[config.mk]
export PLATFORM = sky130hd
export DESIGN_NAME = reg_access_arbiter
export DESIGN_NICKNAME = d
export VERILOG_FILES = /design/src/rtl/reg_access_arbiter.sv
export SDC_FILE = /design/constraint.sdc
export NUM_CORES = 1
export LEC_CHECK = 0
export BUFFER_PORTS_ARGS = -buffer_cell sky130_fd_sc_hd__buf_2
export CELL_PAD_IN_SITES_DETAIL_PLACEMENT = 0
export CELL_PAD_IN_SITES_GLOBAL_PLACEMENT = 1
export CORE_MARGIN = 2
export CORE_UTILIZATION = 35
export CTS_BUF_LIST = sky130_fd_sc_hd__clkbuf_8
export DETAILED_ROUTE_END_ITERATION = 8
export GPL_ROUTABILITY_DRIVEN = 0
export PLACE_DENSITY_LB_ADDON = 0.1
export SETUP_SLACK_MARGIN = 0.2
export SYNTH_ARGS = -nofsm -noshare
export SYNTH_HDL_FRONTEND = slang
export SYNTH_SLANG_ARGS = --single-unit
[constraint.sdc]
create_clock -name clk -period 4.55 [get_ports clk]
set_clock_uncertainty 0.2 [all_clocks]
set_input_delay 0.2275 -clock clk [delete_from_list [all_inputs] [get_ports clk]]
set_output_delay 0.2275 -clock clk [all_outputs]
set_load 0.01 [all_outputs]
[src/rtl/reg_access_arbiter.sv]
// Round-robin arbiter granting NUM_REQ requesters exclusive access
// to a shared register bank, with ack timeout and error reporting.
module reg_access_arbiter #(
  parameter int NUM_REQ    = 4,
  parameter int ADDR_WIDTH = 8,
  parameter int DATA_WIDTH = 32,
  parameter int TIMEOUT    = 15
) (
  input  logic                          clk,
  input  logic                          reset,
  input  logic [NUM_REQ-1:0]            req,
  input  logic [NUM_REQ-1:0]            req_we,
  input  logic [NUM_REQ*ADDR_WIDTH-1:0] req_addr,
  input  logic [NUM_REQ*DATA_WIDTH-1:0] req_wdata,
  output logic [NUM_REQ-1:0]            grant,
  output logic [NUM_REQ-1:0]            done,
  output logic [DATA_WIDTH-1:0]         rdata,
  output logic                          error,
  output logic                          bank_req,
  output logic                          bank_we,
  output logic [ADDR_WIDTH-1:0]         bank_addr,
  output logic [DATA_WIDTH-1:0]         bank_wdata,
  input  logic                          bank_ack,
  input  logic [DATA_WIDTH-1:0]         bank_rdata
);

  localparam int IDXW = $clog2(NUM_REQ);
  localparam logic [7:0] CNT_LAST = 8'(TIMEOUT - 1);
  localparam logic [IDXW-1:0] IDX_LAST = IDXW'(NUM_REQ - 1);

  typedef enum logic [1:0] {
    IDLE,
    ISSUE,
    WAIT_ACK,
    COMPLETE
  } state_t;

  state_t          state;
  logic [IDXW-1:0] ptr;
  logic [IDXW-1:0] owner;
  logic [7:0]      cnt;
  logic [IDXW-1:0] win_idx;
  logic            win_any;

  // Scan from the highest offset down so the closest requester to ptr wins.
  always_comb begin
    win_idx = ptr;
    win_any = 1'b0;
    for (int i = NUM_REQ - 1; i >= 0; i--) begin
      int j;
      j = int'(ptr) + i;
      if (j >= NUM_REQ) j = j - NUM_REQ;
      if (req[j]) begin
        win_idx = IDXW'(j);
        win_any = 1'b1;
      end
    end
  end

  always_ff @(posedge clk) begin
    if (reset) begin
      state      <= IDLE;
      ptr        <= '0;
      owner      <= '0;
      cnt        <= '0;
      grant      <= '0;
      done       <= '0;
      rdata      <= '0;
      error      <= 1'b0;
      bank_req   <= 1'b0;
      bank_we    <= 1'b0;
      bank_addr  <= '0;
      bank_wdata <= '0;
    end else begin
      unique case (state)
        IDLE: begin
          done <= '0;
          if (win_any) begin
            owner      <= win_idx;
            grant      <= NUM_REQ'(1) << win_idx;
            bank_we    <= req_we[win_idx];
            bank_addr  <= req_addr[win_idx*ADDR_WIDTH +: ADDR_WIDTH];
            bank_wdata <= req_wdata[win_idx*DATA_WIDTH +: DATA_WIDTH];
            bank_req   <= 1'b1;
            state      <= ISSUE;
          end
        end
        ISSUE: begin
          bank_req <= 1'b0;
          cnt      <= '0;
          state    <= WAIT_ACK;
        end
        WAIT_ACK: begin
          // An ack in the final wait cycle takes priority over the timeout.
          if (bank_ack) begin
            rdata <= bank_rdata;
            error <= 1'b0;
            done  <= grant;
            state <= COMPLETE;
          end else if (cnt == CNT_LAST) begin
            rdata <= '0;
            error <= 1'b1;
            done  <= grant;
            state <= COMPLETE;
          end else begin
            cnt <= cnt + 8'd1;
          end
        end
        COMPLETE: begin
          done  <= '0;
          grant <= '0;
          ptr   <= (owner == IDX_LAST) ? '0 : owner + 1'b1;
          state <= IDLE;
        end
        default: state <= IDLE;
      endcase
    end
  end

endmodule

======== After elaboration in Yosys (flattened, before gate mapping) ========
Index checks and enable logic that the tools add are counted.
word-level totals
  register bits after elaboration ......... 97
  output and inout port bits .............. 83
cells by class
  add/subtract/negate cells ............... 9
  $lt $le $gt $ge ......................... 9
  equality and inequality tests ........... 9
  shifts and indexed selects .............. 3
  muxes and demuxes ....................... 45
  reduce and logical (&&, ||, !) cells .... 14
operators with widths
  kind                   count
  $mux W32               6
  $lt A32 B4 Y1 const B  4
  $shiftx A128 B8 Y32    1
  $shiftx A32 B6 Y8      1
  $mux W1                16
  $mux W2                8
  $mux W8                2
  $pmux W4 S2            2
  $pmux W8 S2            1
  $mux W4                3
  $reduce_and A2 Y1      6
  $sub A3 B3 Y4 const B  3
  $bmux W1 S2            5
  $reduce_bool A2 Y1     5
  $ge A3 B3 Y1 const B   3
  $add A8 B1 Y8 const B  1
  $eq A8 B4 Y1 const B   1
  $pmux W2 S4            1
  $add A2 B2 Y3 const B  2
  $eq A2 B2 Y1 const B   3
  $ne A2 B2 Y1 const B   3
  $shl A1 B2 Y4 const A  1
  $sub A2 B3 Y4 const B  1
  $add A2 B1 Y3 const B  1
  other kinds (9)        9

======== Longest topological paths before layout ========
Gate-level depths: netlist of run 1.
  word-level depth ........................ 13
  gate-level depth with buffers ........... 8

======== Worst setup path before layout of run 1 ========
OpenSTA, ideal clock, no wires.
  path kind ............................... flip-flop to flip-flop
  from .................................... reg ptr[1]
  to ...................................... reg bank_addr[0]
  data arrival time ....................... 2.053 ns
  data required time ...................... 4.228 ns
  setup slack ............................. 2.176 ns
  cell stages (with the launch flop) ...... 8
  buffers on the path ..................... 2
  cell sequence ........................... dfxtp_1 -> a21boi_1 -> o21ba_1 -> buf_2 -> nor3_4 -> buf_2 -> mux2_2 -> a221o_1
on the way
  cells in the longest elaborated chain, start to end .. 11
ends and longest elaborated chain
  element                                                        RTL line  text
  from (decl)                                                    39        logic [IDXW-1:0] ptr;
  from (signal assigned)                                         112       ptr <= (owner == IDX_LAST) ? '0 : owner + 1'b1;
  $add A2 B2 Y3                                                  51        j = int'(ptr) + i;
  $sub A3 B3 Y4 / $ge A3 B3 Y1 (equally long branches)           52        if (j >= NUM_REQ) j = j - NUM_REQ;
  $mux W32                                                       52
  $bmux W1 S2                                                    53        if (req[j]) begin
  $mux W1 (implied by the code) (2 in series)                    53
  $mux W2 / $mux W1 (equally long branches) (4 in series)        53
  $shiftx A32 B6 Y8 / $reduce_and A2 Y1 (equally long branches)  n/a
  to (signal assigned)                                           82        bank_addr <= req_addr[win_idx*ADDR_WIDTH +: ADDR_WIDTH];
  to (decl)                                                      21        output logic [ADDR_WIDTH-1:0] bank_addr,
Parallel ways exist; a longest one is shown, timed or not. The select of a mux whose other input is x is not followed.
A chain may end at the register's enable or synchronous reset.

======== Final worst setup path of run 1 ========
  from .................................... reg ptr[1]
  to ...................................... reg bank_wdata[12]
on the way
  cells in the longest elaborated chain, start to end .. 11
ends and longest elaborated chain
  element                                                          RTL line  text
  $add A2 B2 Y3                                                    51
  $sub A3 B3 Y4 / $ge A3 B3 Y1 (equally long branches)             52
  $mux W32                                                         52
  $bmux W1 S2                                                      53
  $mux W1 (implied by the code) (2 in series)                      53
  $mux W2 / $mux W1 (equally long branches) (4 in series)          53
  $shiftx A128 B8 Y32 / $reduce_and A2 Y1 (equally long branches)  n/a
  to (signal assigned)                                             83        bank_wdata <= req_wdata[win_idx*DATA_WIDTH +: DATA_WIDTH];
  to (decl)                                                        22        output logic [DATA_WIDTH-1:0] bank_wdata,
Parallel ways exist; a longest one is shown, timed or not. The select of a mux whose other input is x is not followed.

==> metrics.csv, run 1 <==
metric;value;unit
relSlewSlack;14.8;%
timing.fmax;0.258;GHz
min_path_type;primary input to flop;
post_cts_buffers;0;
critPathBufInv;2;
rows;43;
start_util;36.1;%
die_area;15300;sq um
area_delta_synth_final;53.7;%
syn_inst;556;
leakage;3.44;nW
holdWs;0.0209;ns
fillerInstances;1273;
rsz0062_at_grt;no;
clock-sinks;97;
worstPathCellList;a21boi_1 -> o21ba_2 -> nor3_4 -> buf_12 -> mux2_2 -> dlygate4sd3_1 -> a221o_1;
yosysSeqAreaShare;38.6;%
synth_enable_flop_cells;0;
drive_above_1_share;39.9;%
layout.nets;1105;
synth.avg_cell_area;9.04;sq um
yosys.area.top_type_share;38.6;%
vias_per_cell;5.52;
maxCapViolations;0;
finalWorstSetupSlack;0.676;ns
cts_buffers;9;
cts_tree;yes;
start_kind;flop;
grt_pass1_vias;5831;
setup_viol;0;
clk_path_buf_depth;2;
min_period;3.87;ns
yosysTopAreaCell;dfxtp_1;
synth_cell_types;53;
hpwl;12600;um
first_iter_violations;304;
io_buffers;285;
dpl.cell_count;966;
ys.flop_type;dfxtp_1;
critPathMaxStageDelay;0.80;ns
yosysWarnings;0;
wire_per_inst;17.5;um
clockRootBuffer;clkbuf_8;
multi_input_area;2880;sq um
pin_count;286;
synthesis.area;5030;sq um
grt_max_degree;47;
cellPowerDensity;385;nW/um^2
dieWidth;124;um
ant_nets;0;
arrival;3.93;ns
ys_top_cells_by_area;dfxtp_1 39%, mux2_2 9.2%, a221o_1 8.2%;
finalSetupTns;0;ns
path_max_fanout;42;
slew_viol_final;0;
grt-ovfl-total;0;
hold_viol_final;0;
coreArea;13900;sq um
cts_max_level;3;
regArea;1940;sq um
preCtsSetupSlack;1.27;ns
cp.required;4.61;ns
clk_latency;0.37;ns
grt_pass1_wl;27900;um
vias;5957;
clk_pin_slew;0.11;ns
synthArstFlopShare;0;%
antenna_found_initial;1;
endpoint_kind;flop;
path_class;flop to flop;
wl;18900;um
syn_nets;767;
synth-seq-cells;97;
die_h;124;um
fin_cells;1080;
drc_errors;0;
slowest_stage;nor3_4;
outcome;finished clean;
grtUsageTotal;23.1;%
ir_worst_vdd;0.000161;V
dr.pass1.iters;4;
worst_slew_pin_slew;1.28;ns
fin_crit_sh;85.1;%
cpLargestDelayFamily;compound AO/OA/AOI/OAI gates;
-- per-layer routing --
metal | GRT usage, % | wire length (um) | vias to the layer above
met4 | 11.6 | 672 | 2
met1 | 25.0 | 7150 | 2781
met5 | 0 | 11 | -
met3 | 5.91 | 1450 | 49
li1 | - | - | 2843
met2 | 41.4 | 9570 | 282
-- layout by cell type, fill, tap and decap left out, types with 2 or more instances in the layout --
cell type,n
a211oi_1,2
a21oi_1,55
a221o_1,41
a22oi_1,32
a31oi_1,2
buf_2,285
buf_4,3
clkbuf_8,9
clkinvlp_4,2
dfxtp_1,97
dlygate4sd3_1,97
ha_1,8
inv_1,11
inv_6,2
mux2_2,41
mux2i_1,7
nand2_1,10
nand2b_1,4
nand3_1,4
nand4_1,41
nand4b_1,2
nor2_1,48
nor2b_1,3
nor3_1,3
nor4_1,2
o211ai_1,2
o21a_2,2
o21ai_0,4
o21ai_4,3
o31ai_1,41
o32ai_1,4
or3_1,3
-- where the power goes --
part / internal [mW] / switching (mW) / leakage, nW
clock network: 0.260 / 0.332 / 0.0996
registers: 1.03 / 0.103 / 0.792
logic: 0.572 / 0.675 / 2.54
total: 1.86 / 1.11 / 3.44
-- registers in the layout, indices dropped and copies added (netlist names) --
register and flops:
bank_addr 8, bank_req 1, bank_wdata 32, bank_we 1, cnt 8, done 4
error 1, grant 4, owner 2, ptr 2, rdata 32, state 2
-- area by class of cell --
cell class	instances	area share, %
inverters	10	0.486
diodes	1	0.0324
clock buffers	9	1.60
repair buffers	386	31.6
multi-input cells	390	37.3
clock inverters	7	1.00
flip-flops and latches	97	25.1
well taps	180	2.91
-- stage by stage --
step	total power, mW	cell area (sq um)	utilization, %
after CTS	3.00	7720	55.4
final	2.97	7730	55.5
after global placement	2.28	6550	47.0
after global routing	3.16	7720	55.4
after detailed placement	2.30	6550	47.0
after floorplan	1.86	5030	-
-- logic make-up after synthesis --
family / share of synthesized area, %
adder cells (fa/ha/maj): 1.99
multiplexers: 10.6
AO/OA/AOI/OAI: 28.9
flip-flops: 38.6
XOR/XNOR: 0.174
AND/OR/NAND/NOR: 14.4
buffers and inverters: 5.35
-- worst paths after layout --
check                                     from        endpoint  slack, ns  cells past startpoint
worst max register to register          ptr[1]  bank_wdata[12]       0.68                      7
worst min-delay path             req_wdata[47]  bank_wdata[15]       0.02                      3
worst max-delay path                    ptr[1]  bank_wdata[12]       0.68                      7
worst min register to register  bank_wdata[28]  bank_wdata[28]       0.29                      1
-- worst min-delay path: cells and delay by family --
family / cells / cell delay (ns)
buf+inv: 1 / 0.07
compound gates: 1 / 0.13
mux: 1 / 0.14
-- synth_stat cells (2+ instances only) --
cell type and instances:
a211oi_1 2, nor4_1 2, nor2b_1 4, o21ai_0 4
a21oi_1 55, buf_2 4, nor2_1 49, clkbuf_1 51
mux2_2 41, nand4b_1 2, nand2b_1 4, a31oi_1 2
dfxtp_1 97, o21ai_1 3, a22oi_1 32, nand4_1 41
a221o_1 41, mux2i_1 7, o31ai_1 41, o211ai_1 2
o32ai_1 4, nand3_1 4, ha_1 8, nor3_1 4
buf_1 2, o21a_1 3, or3_1 3, inv_1 10
nand2_1 10
-- what timing repair did --
| action | 4_1_cts | 5_1_grt |
|---|---|---|
| resized for setup | 0 | 0 |
| hold endpoints to repair | 68 | 0 |
| hold buffers | 97 | 0 |
Power figures use the tool's default switching activity.
==> inputs of run 2 (changes only) <==
- CORE_MARGIN: 2 -> not set
- GPL_ROUTABILITY_DRIVEN: 0 -> 1
==> run 2 against run 1 <==
Against the previous run:
- non-clock buffer count shrank 4
- flip-flop and latch count unchanged
- global-route usage grew 1.6 points
- combinational power is essentially flat
- routed wire length is 0.50% higher
==> metrics.csv, run 2 (synthesis results as in run 1) <==
metric;value;unit;change
layout_common_cells;285 x buf_2, 97 x dfxtp_1, 90 x dlygate4sd3_1;;was 285 x buf_2, 97 x dfxtp_1, 97 x dlygate4sd3_1
grt_pass1_vias;5876;;was 5831
rows;43;;unchanged
fin_cells;1076;;was 1080
cts_resized;0;;unchanged
path_class;flop to flop;;unchanged
finalWorstSetupSlack;0.731;ns;was 0.676 ns
start_kind;flop;;unchanged
dieWidth;122;um;was 124 um
cts_buffers;9;;unchanged
min_period;3.82;ns;was 3.87 ns
clk_latency;0.37;ns;about the same
reg2reg_depth;7;;unchanged
grt_max_degree;43;;was 47
cp.required;4.62;ns;was 4.61 ns
die_area;14800;sq um;was 15300 sq um
dpl.cell_count;969;;was 966
area_delta_synth_final;52.5;%;was 53.7%
min_path_type;primary input to flop;;unchanged
finalSetupTns;0;ns;unchanged
hold_depth;3;;unchanged
fin_crit_sh;83.9;%;was 85.1%
leakage;3.42;nW;was 3.44 nW
coreArea;13900;sq um;unchanged
relSlewSlack;14.7;%;was 14.8%
multi_input_area;2880;sq um;unchanged
wire_per_inst;17.6;um;was 17.5 um
drc_errors;0;;unchanged
hpwl;12500;um;was 12600 um
vias_per_cell;5.58;;was 5.52
drive_above_1_share;40.4;%;was 39.9%
maxCapViolations;0;;unchanged
vias;6002;;was 5957
endpoint_kind;flop;;unchanged
io_buffers;285;;unchanged
start_util;36.1;%;unchanged
dr.pass1.iters;5;;was 4
arrival;3.89;ns;was 3.93 ns
grt_pass1_wl;28600;um;was 27900 um
layout.nets;1101;;was 1105
first_iter_violations;413;;was 304
grt-ovfl-total;0;;unchanged
cellPowerDensity;386;nW/um^2;was 385 nW/um^2
cts_tree;yes;;unchanged
slew_viol_final;0;;unchanged
clk_path_buf_depth;2;;unchanged
worst_slew_pin_slew;1.28;ns;about the same
final_common_cell;buf_2;;unchanged
fillerInstances;1294;;was 1273
worstPathCellList;nor2b_1 -> o21a_2 -> nor3_4 -> buf_4 -> mux2_2 -> dlygate4sd3_1 -> a221o_1;;was a21boi_1 -> o21ba_2 -> nor3_4 -> buf_12 -> mux2_2 -> dlygate4sd3_1 -> a221o_1
clock-sinks;97;;unchanged
reg_top3;bank_wdata: 32 flops, rdata: 32 flops;;unchanged
timing.fmax;0.262;GHz;was 0.258 GHz
setup_viol;0;;unchanged
gp_congestion;0.813;;
critPathMaxStageDelay;0.69;ns;was 0.80 ns
power;2.96;mW;was 2.97 mW
ant_nets;0;;unchanged
antenna_found_initial;1;;unchanged
clk_pin_slew;0.11;ns;about the same
die_h;122;um;was 124 um
ir_worst_vdd;0.000184;V;was 0.000161 V
slowest_stage;nor3_4;;unchanged
regArea;1940;sq um;unchanged
outcome;finished clean;;unchanged
pin_count;286;;unchanged
hold_viol_final;0;;unchanged
preCtsSetupSlack;1.27;ns;about the same
path_max_fanout;42;;unchanged
grtUsageTotal;24.6;%;was 23.1%
wl;19000;um;was 18900 um
cts_max_level;3;;unchanged
rsz0062_at_grt;no;;unchanged
fin_util;55.0;%;was 55.5%
clockRootBuffer;clkbuf_8;;unchanged
run 2: cell types whose count changed in the layout (fill, tap and decap cells not counted):
cell,delta
buf_4,+4
buf_12,-1
inv_6,-1
dlygate4sd3_1,-7
clkinvlp_4,-1
clkinv_4,+2
run 2: area by class of cell:
cell class                 count  share of cell area (%)
sequential                    97                    25.3
multi-input combinational    390                    37.5
clock buffer                   9                    1.62
inverter                      10                   0.489
tap                          180                    2.94
clock inverter                 7                    1.03
antenna                        1                  0.0326
timing repair buffer         382                    31.0
run 2: path summary, 6_finish.rpt:
| check | start | end | slack (ns) |
|---|---|---|---|
| max | ptr[1] | bank_wdata[10] | 0.73 |
| min | req_wdata[23] | bank_wdata[23] | 0.01 |
| max reg2reg | ptr[1] | bank_wdata[10] | 0.73 |
| min reg2reg | grant[3] | grant[3] | 0.28 |
run 2: critical path, delay by kind of cell (launching register included):
| family | cells | cell delay, ns |
|---|---|---|
| multiplexers | 1 | 0.37 |
| flip-flops | 1 | 0.52 |
| buffers and inverters | 2 | 0.97 |
| AND/OR/NAND/NOR | 2 | 0.84 |
| AO/OA/AOI/OAI | 2 | 0.83 |
run 2: through the flow:
stage	cell area (sq um)	hold slack (ns)
5_1_grt	7670	0.000841
4_1_cts	7670	0.000768
2_1_floorplan	5030	0.176
3_5_place_dp	6560	0.265
6_report	7670	0.0136
3_3_place_gp	6560	0.262
run 2: per-layer routing:
metal,routed length [um],up-vias,track usage (%)
li1,-,2841,-
met1,7310,2842,26.3
met2,9620,268,44.6
met3,1370,51,5.95
met4,653,0,12.9
met5,0,-,0
run 2: timing repair:
action / 4_1_cts / 5_1_grt
buffers inserted: 0 / 0
hold endpoints to repair: 67 / 0
hold buffers: 90 / 0
run 2: power breakdown:
part	internal, mW	switching (mW)
logic	0.561	0.667
clock network	0.260	0.334
registers	1.03	0.108
==> inputs of run 3 (changes only) <==
- CORE_UTILIZATION: 35 -> 29
- clock period: 4.55 -> 3.38 ns (I/O delays scaled with it)
==> run 3 against run 2 <==
Against the previous run:
- non-clock buffer count up 86
- clock power rose by 43%
- setup slack lost 0.39 ns
- critical endpoint is now bank_wdata[9]
- utilization decreased by 3.7 points
- register-to-register slack worse by 0.39 ns
- fmax grew 26%
- worst hold slack got worse by 0.0042 ns
- count of clock-buffer cells in the layout did not move
- routed wire length increased by 10%
- die area rose by 20%
- cell area rose by 12%
- flip-flop and latch count unchanged
- largest power group unchanged
==> metrics.csv, run 3 (synthesis results as in run 1) <==
metric;value;unit;change
outcome;finished clean;;unchanged
wire_per_inst;17.4;um;was 17.6 um
maxCapViolations;0;;unchanged
area_delta_synth_final;71.1;%;was 52.5%
coreArea;16800;sq um;was 13900 sq um
first_iter_violations;326;;was 413
fin_util;51.3;%;was 55.0%
reg_top3;bank_wdata: 32 flops, rdata: 32 flops;;unchanged
power;4.23;mW;was 2.96 mW
slew_viol_final;0;;unchanged
grtUsageTotal;22.9;%;was 24.6%
timing.fmax;0.329;GHz;was 0.262 GHz
hold_depth;4;;was 3
io_buffers;285;;unchanged
grt_pass1_vias;6692;;was 5876
setup_viol;0;;unchanged
pin_count;286;;unchanged
rsz0062_at_grt;no;;unchanged
arrival;3.10;ns;was 3.89 ns
start_kind;flop;;unchanged
clk_pin_slew;0.11;ns;about the same
antenna_found_initial;2;;was 1
leakage;3.87;nW;was 3.42 nW
finalSetupTns;0;ns;unchanged
clk_latency;0.38;ns;was 0.37 ns
r2r_slack;0.34;ns;was 0.73 ns
clockRootBuffer;clkbuf_8;;unchanged
path_class;flop to flop;;unchanged
grt_pass1_wl;32600;um;was 28600 um
start_util;30.0;%;was 36.1%
hpwl;13000;um;was 12500 um
dpl.cell_count;1017;;was 969
drive_above_1_share;38.0;%;was 40.4%
die_h;134;um;was 122 um
whs_endpoint;bank_addr[3];;was bank_wdata[23]
holdWs;0.00949;ns;was 0.0136 ns
final_common_cell;buf_2;;unchanged
die_area;17900;sq um;was 14800 sq um
cellPowerDensity;492;nW/um^2;was 386 nW/um^2
cts_max_level;3;;unchanged
layout_common_cells;285 x buf_2, 167 x dlygate4sd3_1, 96 x dfxtp_1;;was 285 x buf_2, 97 x dfxtp_1, 90 x dlygate4sd3_1
worst_slew_pin_slew;1.13;ns;was 1.28 ns
relSlewSlack;24.2;%;was 14.7%
vias_per_cell;5.29;;was 5.58
wl;20900;um;was 19000 um
fillerInstances;1594;;was 1294
path_max_fanout;20;;was 42
rows;47;;was 43
fin_crit_sh;89.9;%;was 83.9%
ir_worst_vdd;0.000241;V;was 0.000184 V
dr.pass1.iters;4;;was 5
cp.required;3.45;ns;was 4.62 ns
clk_path_buf_depth;2;;unchanged
grt-ovfl-total;0;;unchanged
min_path_type;primary input to flop;;unchanged
layout.nets;1187;;was 1101
min_period;3.04;ns;was 3.82 ns
ant_nets;0;;unchanged
reg2reg_from;ptr[1];;unchanged
vias;6363;;was 6002
clock-sinks;97;;unchanged
hold_viol_final;0;;unchanged
cts_tree;yes;;unchanged
reg2reg_depth;7;;unchanged
grt_max_degree;57;;was 43
r2r_end;bank_wdata[9];;was bank_wdata[10]
endpoint_kind;flop;;unchanged
cts_buffers;9;;unchanged
post_cts_buffers;0;;unchanged
worstHoldStart;req_addr[27];;was req_wdata[23]
fin_cells;1202;;was 1076
dieWidth;134;um;was 122 um
drc_errors;0;;unchanged
gp_congestion;0.831;;was 0.813
-- run 3: worst max path at each step --
stage	from	to	cells after the start
2_1_floorplan	ptr[1]	bank_addr[0]	7
3_3_place_gp	ptr[1]	bank_wdata[29]	6
3_5_place_dp	ptr[1]	bank_wdata[8]	6
4_1_cts	ptr[1]	bank_wdata[6]	7
5_1_grt	ptr[1]	bank_addr[4]	7
6_report	ptr[1]	bank_wdata[9]	7
-- run 3: metal layers --
layer | routed length, um | part of all wire, % | vias to the layer above | global-route usage, %
li1 | - | - | 3012 | -
met1 | 8310 | 40 | 3021 | 25.3
met2 | 10600 | 51 | 273 | 41.8
met3 | 1230 | 5.9 | 55 | 4.26
met4 | 739 | 3.5 | 2 | 11.5
met5 | 13 | 0.062 | - | 0
-- run 3: layout make-up --
| class | count | area [sq um] | share of cell area [%] |
|---|---|---|---|
| Antenna cell | 1 | 2.50 | 0.0291 |
| Multi-Input combinational cell | 390 | 2880 | 33.5 |
| Tap cell | 220 | 275 | 3.20 |
| Inverter | 10 | 37.5 | 0.436 |
| Clock buffer | 9 | 124 | 1.44 |
| Sequential cell | 97 | 1940 | 22.6 |
| Clock inverter | 7 | 92.6 | 1.08 |
| Timing Repair Buffer | 468 | 3250 | 37.8 |
-- run 3: what timing repair did --
item	in CTS	in global routing
gates resized for setup	0	1
endpoints found under the hold margin	77	0
hold buffers	167	0
setup endpoints to repair	0	40
-- run 3: power breakdown --
group | total [mW] | internal [mW] | switching [mW]
registers | 1.53 | 1.39 | 0.148
logic | 1.85 | 0.883 | 0.969
clock network | 0.848 | 0.364 | 0.485
total | 4.23 | 2.63 | 1.60
-- run 3: worst max-delay path, cell delays in order (launching register included) --
cell,delay [ns]
dfxtp_2,0.43
nor2b_1,0.11
o21a_2,0.24
nor3_4,0.42
buf_12,0.26
mux2_2,0.37
dlygate4sd3_1,0.57
a221o_1,0.32
-- run 3: through the flow --
stage                     instance area, sq um  setup slack (ns)
after floorplan                           5030              1.01
after global placement                    6690             0.881
after detailed placement                  6690             0.783
after CTS                                 8570             0.235
after global routing                      8600             0.207
final                                     8600             0.341
